### config.mk
export PLATFORM = sky130hd
export DESIGN_NAME = fetch_unit
export DESIGN_NICKNAME = d
export VERILOG_FILES = /design/src/rtl/fetch_pkg.sv /design/src/rtl/fetch_unit_next_pc_calc.sv /design/src/rtl/fetch_unit.sv
export SDC_FILE = /design/constraint.sdc
export NUM_CORES = 1
export LEC_CHECK = 0
export ABC_AREA = 1
export CAP_MARGIN = 5
export CORE_MARGIN = 2
export CORE_UTILIZATION = 30
export DETAILED_ROUTE_END_ITERATION = 12
export PLACE_DENSITY = 0.62
export SLEW_MARGIN = 20
export SYNTH_ARGS = -nofsm -noshare
export SYNTH_HDL_FRONTEND = slang
export SYNTH_SLANG_ARGS = --single-unit
### constraint.sdc
create_clock -name clk -period 1.7 [get_ports clk]
set_input_delay 0.17 -clock clk [delete_from_list [all_inputs] [get_ports clk]]
set_output_delay 0.17 -clock clk [all_outputs]
set_load 0.005 [all_outputs]
### src/rtl/fetch_pkg.sv
// fetch_pkg: state encoding and constants shared by the instruction fetch stage
package fetch_pkg;
    typedef logic [1:0] fetch_state_e;
    localparam fetch_state_e S_FETCH = 2'd0;
    localparam fetch_state_e S_WAIT = 2'd1;
    localparam fetch_state_e S_HOLD = 2'd2;
    localparam fetch_state_e S_KILL = 2'd3;
    localparam logic [31:0] NOP_WORD_DEFAULT = 32'h0000_0000;
    localparam logic [31:0] RESET_PC_DEFAULT = 32'h0000_0000;
    localparam logic [31:0] PC_STEP = 32'd4;
endpackage

### src/rtl/fetch_unit_next_pc_calc.sv
// next_pc_calc: sequential PC increment and branch/jump redirect target selection
module next_pc_calc
    import fetch_pkg::*;
(
    input  logic [31:0] pc,
    input  logic [31:0] ex_pc_plus4,
    input  logic [15:0] branch_imm,
    input  logic [25:0] jump_index,
    input  logic        branch,
    input  logic        alu_zero,
    input  logic        jump,
    output logic        redirect,
    output logic [31:0] redirect_pc,
    output logic [31:0] pc_plus4
);
    always_comb begin
        pc_plus4 = pc + PC_STEP;
        redirect = jump | (branch & alu_zero);
        redirect_pc = jump ? {ex_pc_plus4[31:28], jump_index, 2'b00}
                           : ex_pc_plus4 + {{14{branch_imm[15]}}, branch_imm, 2'b00};
    end
endmodule

### src/rtl/fetch_unit.sv
// fetch_unit: single-outstanding instruction fetch with IF/ID slot, skid buffer and redirect flush
module fetch_unit
    import fetch_pkg::*;
#(
    parameter logic [31:0] RESET_PC = RESET_PC_DEFAULT,
    parameter logic [31:0] NOP_WORD = NOP_WORD_DEFAULT
) (
    input  logic        clk,
    input  logic        rst,
    output logic        imem_req_valid,
    input  logic        imem_req_ready,
    output logic [31:0] imem_addr,
    input  logic        imem_rsp_valid,
    input  logic [31:0] imem_rsp_data,
    output logic        id_valid,
    input  logic        id_ready,
    output logic [31:0] id_instr,
    output logic [5:0]  instruction31_26,
    output logic [5:0]  instruction5_0,
    output logic [31:0] id_pc_plus4,
    input  logic [31:0] ex_pc_plus4,
    input  logic        branch,
    input  logic        alu_zero,
    input  logic [15:0] branch_imm,
    input  logic        jump,
    input  logic [25:0] jump_index
);
    fetch_state_e state;
    logic [31:0] pc, pc_plus4, redirect_pc, slot_instr, buf_instr;
    logic redirect, slot_free;

    next_pc_calc u_next_pc (
        .pc(pc),
        .ex_pc_plus4(ex_pc_plus4),
        .branch_imm(branch_imm),
        .jump_index(jump_index),
        .branch(branch),
        .alu_zero(alu_zero),
        .jump(jump),
        .redirect(redirect),
        .redirect_pc(redirect_pc),
        .pc_plus4(pc_plus4)
    );

    always_comb begin
        slot_free = !id_valid || id_ready;
        imem_req_valid = !rst && state == S_FETCH;
        imem_addr = {pc[31:2], 2'b00};
        id_instr = id_valid ? slot_instr : NOP_WORD;
        instruction31_26 = id_instr[31:26];
        instruction5_0 = id_instr[5:0];
    end

    // pc already points past the outstanding word, so it doubles as that word's PC+4
    always_ff @(posedge clk) begin
        if (rst) begin
            state <= S_FETCH;
            pc <= RESET_PC;
            id_valid <= 1'b0;
            slot_instr <= NOP_WORD;
            id_pc_plus4 <= 32'h0;
            buf_instr <= NOP_WORD;
        end else if (redirect) begin
            pc <= redirect_pc;
            id_valid <= 1'b0;
            state <= ((state == S_WAIT || state == S_KILL) && !imem_rsp_valid) ||
                     (state == S_FETCH && imem_req_ready) ? S_KILL : S_FETCH;
        end else begin
            if (id_valid && id_ready) id_valid <= 1'b0;
            case (state)
                S_FETCH: if (imem_req_ready) begin
                    pc <= pc_plus4;
                    state <= S_WAIT;
                end
                S_WAIT: if (imem_rsp_valid) begin
                    if (slot_free) begin
                        id_valid <= 1'b1;
                        slot_instr <= imem_rsp_data;
                        id_pc_plus4 <= pc;
                        state <= S_FETCH;
                    end else begin
                        buf_instr <= imem_rsp_data;
                        state <= S_HOLD;
                    end
                end
                S_HOLD: if (id_ready) begin
                    id_valid <= 1'b1;
                    slot_instr <= buf_instr;
                    id_pc_plus4 <= pc;
                    state <= S_FETCH;
                end
                default: if (imem_rsp_valid) state <= S_FETCH;
            endcase
        end
    end
endmodule

==> key figures <==
Status
  • Status: finished, violations left
  • Failing checks: setup timing

Place
  • Placed cells: 2,089
  • Dpl hpwl: 26.4 mm
  • Pre-CTS WS: -732 ps
  • IO buf count: 221
  • Gpl congestion: 0.949

Floorplanning
  • Die Width: 176 µm
  • Core region area: 29,500 µm²
  • # IOs: 224
  • Initial Util: 30.3%
  • Die Y: 176 µm
  • Die footprint: 31,100 µm²
  • Row cnt: 63

Timing
  • Final Critical Period: 1730 ps
  • Layout Skew: 14.5 ps
  • Setup-failing EPs final: 20
  • Setup_tns: -200 ps
  • RSZ-0062 raised after global routing: yes
  • Fin crit share: 102%
  • Slew Limit Fails: 0
  • Fmax: 0.578 GHz
  • Final Hold Violating Endpoints: 0
  • Worst Slack Setup Final: -29.0 ps
  • WHS: 315 ps

GRT
  • Vias in the first global route: 10,303
  • GR Util met1: 29.7%
  • Total grt overflow: 0
  • Initial antenna violation count: 0
  • Pin count of the biggest net entering global routing: 50
  • GR Util met3: 4.11%
  • Gr usage total: 23.2%
  • First-pass GRT wire length: 56.0 mm
  • Top Usage Layer GRT: met2
  • GRT met2 Usage: 39.1%

Worst setup path
  • Max incr delay on CP: 340 ps
  • Worst r2r src: state[1]
  • CP arrival: 2050 ps
  • Worst path required time: 2030 ps
  • WS Path Type: flip-flop to flip-flop
  • R2R cell count: 11
  • Worst setup SP type: flip-flop
  • Reg-to-reg critical path endpoint: slot_instr[22]
  • Worst-path maximum fanout: 8
  • Slowest stage cell, crit path: dfxtp_2
  • R2r setup slk: -30 ps
  • Endpoint type of the worst setup path: flip-flop
  • Worst-path cell chain: buf_4 > ha_4 > nand2_4 > nand2_2 > nor2_4 > nand2_4 > inv_8 > buf_12 > buf_12 > buf_16 > a31oi_4
  • Crit path launch: state[1]
  • Crit path to: slot_instr[22]

Route
  • Via-to-Cell Ratio: 5.02
  • Final ANT Viol Nets: 0
  • Drc violations: 0
  • TritonRoute pass-1 iters: 5
  • Detailed Route Iter0 Violations: 870
  • Vias after detailed routing: 10,960
  • Wire length per cell: 17.7 µm
  • Post-Route WL: 38.7 mm

Pwr
  • P_leak: 7.28 nW
  • P per Cell Area: 743 nW/µm²
  • Design Power: 11.3 mW
  • Peak supply drop: 0.791 mV

Logic synthesis
  • Synthesized flop and latch total: 131
  • Warnings, synthesis: 0
  • Average cell area after synthesis: 6.29 µm²
  • Sequential-to-total area share from yosys stat: 29.4%
  • Cell Area, Synth: 8920 µm²
  • Synth cell types: 44
  • Mapped Cells: 1,419

Final layout
  • Area growth syn-to-layout: 70.8%
  • Fin nets: 1,929
  • Register area: 2670 µm²
  • Layout cells sized above 1: 32.2%
  • Ant. Diodes: 0
  • Fillers: 2,798
  • Final non-filler cell total: 2,183
  • Area of the multi-input gates: 6280 µm²

CTS
  • Clk_lat worst skew: 440 ps
  • Clock Tree Buf Depth: 2
  • Clock root buffer: clkbuf_16
  • CTS tree: done
  • H-tree levels: 4
  • Total clock sinks: 131
  • Clk slew on worst S/H paths: 70 ps
  • CTS buffer count: 17
  • Hold-fix buffers, CTS: 0

Min path
  • Hold_sp: jump_index[7]
  • Hold Crit Class: input port to flip-flop

Run
  • MaxCap Viol Count: 0
cells in the final DEF (no fill, tap or decap), types with 7 or more instances in the layout:
cell             count
buf_6               11
nor3_1              37
nand3_2             11
a31oi_1             37
o21bai_1             8
a21oi_2             39
inv_1              172
o21ai_2             23
buf_12              17
nor2_4              16
nand2_4             18
buf_16              10
o21ai_1             40
buf_4              182
nand3_1             47
clkbuf_16           21
nor2_2              22
dfxtp_4              7
nor2_1              84
clkdlybuf4s50_1    134
ha_4                30
nor3_2              10
dfxtp_1            109
a21oi_1             39
o21ai_0             94
xor2_1              18
inv_2               14
nand2_1            289
nand2_2             65
dlymetal6s2s_1      37
dlygate4sd2_1       36
dfxtp_2             15
clkbuf_2            12
per-layer routing:
layer / up-vias / wire length [µm]
met3: 77 / 2710
met5: - / 0
met2: 447 / 18400
li1: 5286 / -
met1: 5150 / 16300
met4: 0 / 1280
state kept, by name, summed over array words and instances (netlist names):
name,cells
buf_instr,32
id_pc_plus4,32
id_valid,1
pc,32
slot_instr,32
state,2
report_power, final:
part           leakage [nW]  switching, mW  internal, mW
registers              1.08          0.211          3.34
clock network         0.280           1.73          1.96
logic                  5.92           2.07          2.02
total                  7.28           4.01          7.32
layout make-up:
type                            count  share of cell area, %
Clock buffer                       17                   2.79
Clock inverter                     15                   1.08
Inverter                          192                   4.85
Multi-Input combinational cell    990                   41.2
Sequential cell                   131                   17.5
Tap cell                          390                   3.20
Timing Repair Buffer              448                   29.4
cells by family (layout without fill, tap and decap cells):
group                      Yosys count  in the layout  synth area share [%]
other                                1              2                0.0420
xor gates and xnor gates            24             24                  2.36
buffers and inverters              299            672                  14.7
and+or+nand+nor                    624            624                  30.0
adders and majority gates           35             35                  4.99
AOI/OAI and AO/OA                  305            305                  18.5
DFF                                131            131                  29.4
cell usage after synthesis (all sizes together):
master / instances / area [µm²]
a211oi: 3 / 22.5
a21boi: 4 / 30.0
a21o: 1 / 7.51
a21oi: 81 / 409
a221oi: 1 / 8.76
a311oi: 1 / 8.76
a31oi: 41 / 257
and2: 1 / 6.26
buf: 63 / 428
clkbuf: 44 / 165
clkinv: 1 / 3.75
conb: 1 / 3.75
dfxtp: 131 / 2620
fa: 1 / 20.0
ha: 34 / 425
inv: 191 / 717
nand2: 372 / 1420
nand3: 61 / 315
nand3b: 5 / 37.5
nand4: 5 / 31.3
nor2: 122 / 505
nor3: 51 / 298
nor3b: 1 / 12.5
nor4: 2 / 27.5
o2111ai: 1 / 8.76
o211ai: 4 / 30.0
o21ai: 157 / 786
o21bai: 11 / 82.6
or2: 4 / 25.0
xnor2: 5 / 43.8
xor2: 19 / 166
critical path: cells and delay by family, from the launching register on:
family / cells / cell delay, ps
buf+inv: 5 / 630
simple gates: 4 / 390
flops: 1 / 340
fa+ha+maj: 1 / 170
compound gates: 1 / 80
how the worst min path moves through the flow:
| stage | to | depth (start not counted) |
|---|---|---|
| 2_1_floorplan | buf_instr[11] | 2 |
| 3_3_place_gp | pc[0] | 2 |
| 3_5_place_dp | pc[0] | 2 |
| 4_1_cts | pc[9] | 3 |
| 5_1_grt | pc[9] | 3 |
| 6_report | pc[9] | 3 |
metrics by stage:
step / area [µm²] / utilization (%)
floorplan: 8930 / -
global placement: 12400 / 42.2
detailed placement: 12400 / 42.2
CTS: 13900 / 47.2
global route: 15200 / 51.7
finish: 15200 / 51.7
timing repair:
item | in CTS | in global routing
gates cloned | 11 | 4
setup buffers | 30 | 20
resized for setup | 161 | 365
endpoints found under the setup margin | 127 | 109
pin swaps | 15 | 111
(Power assumes the default switching activity.)
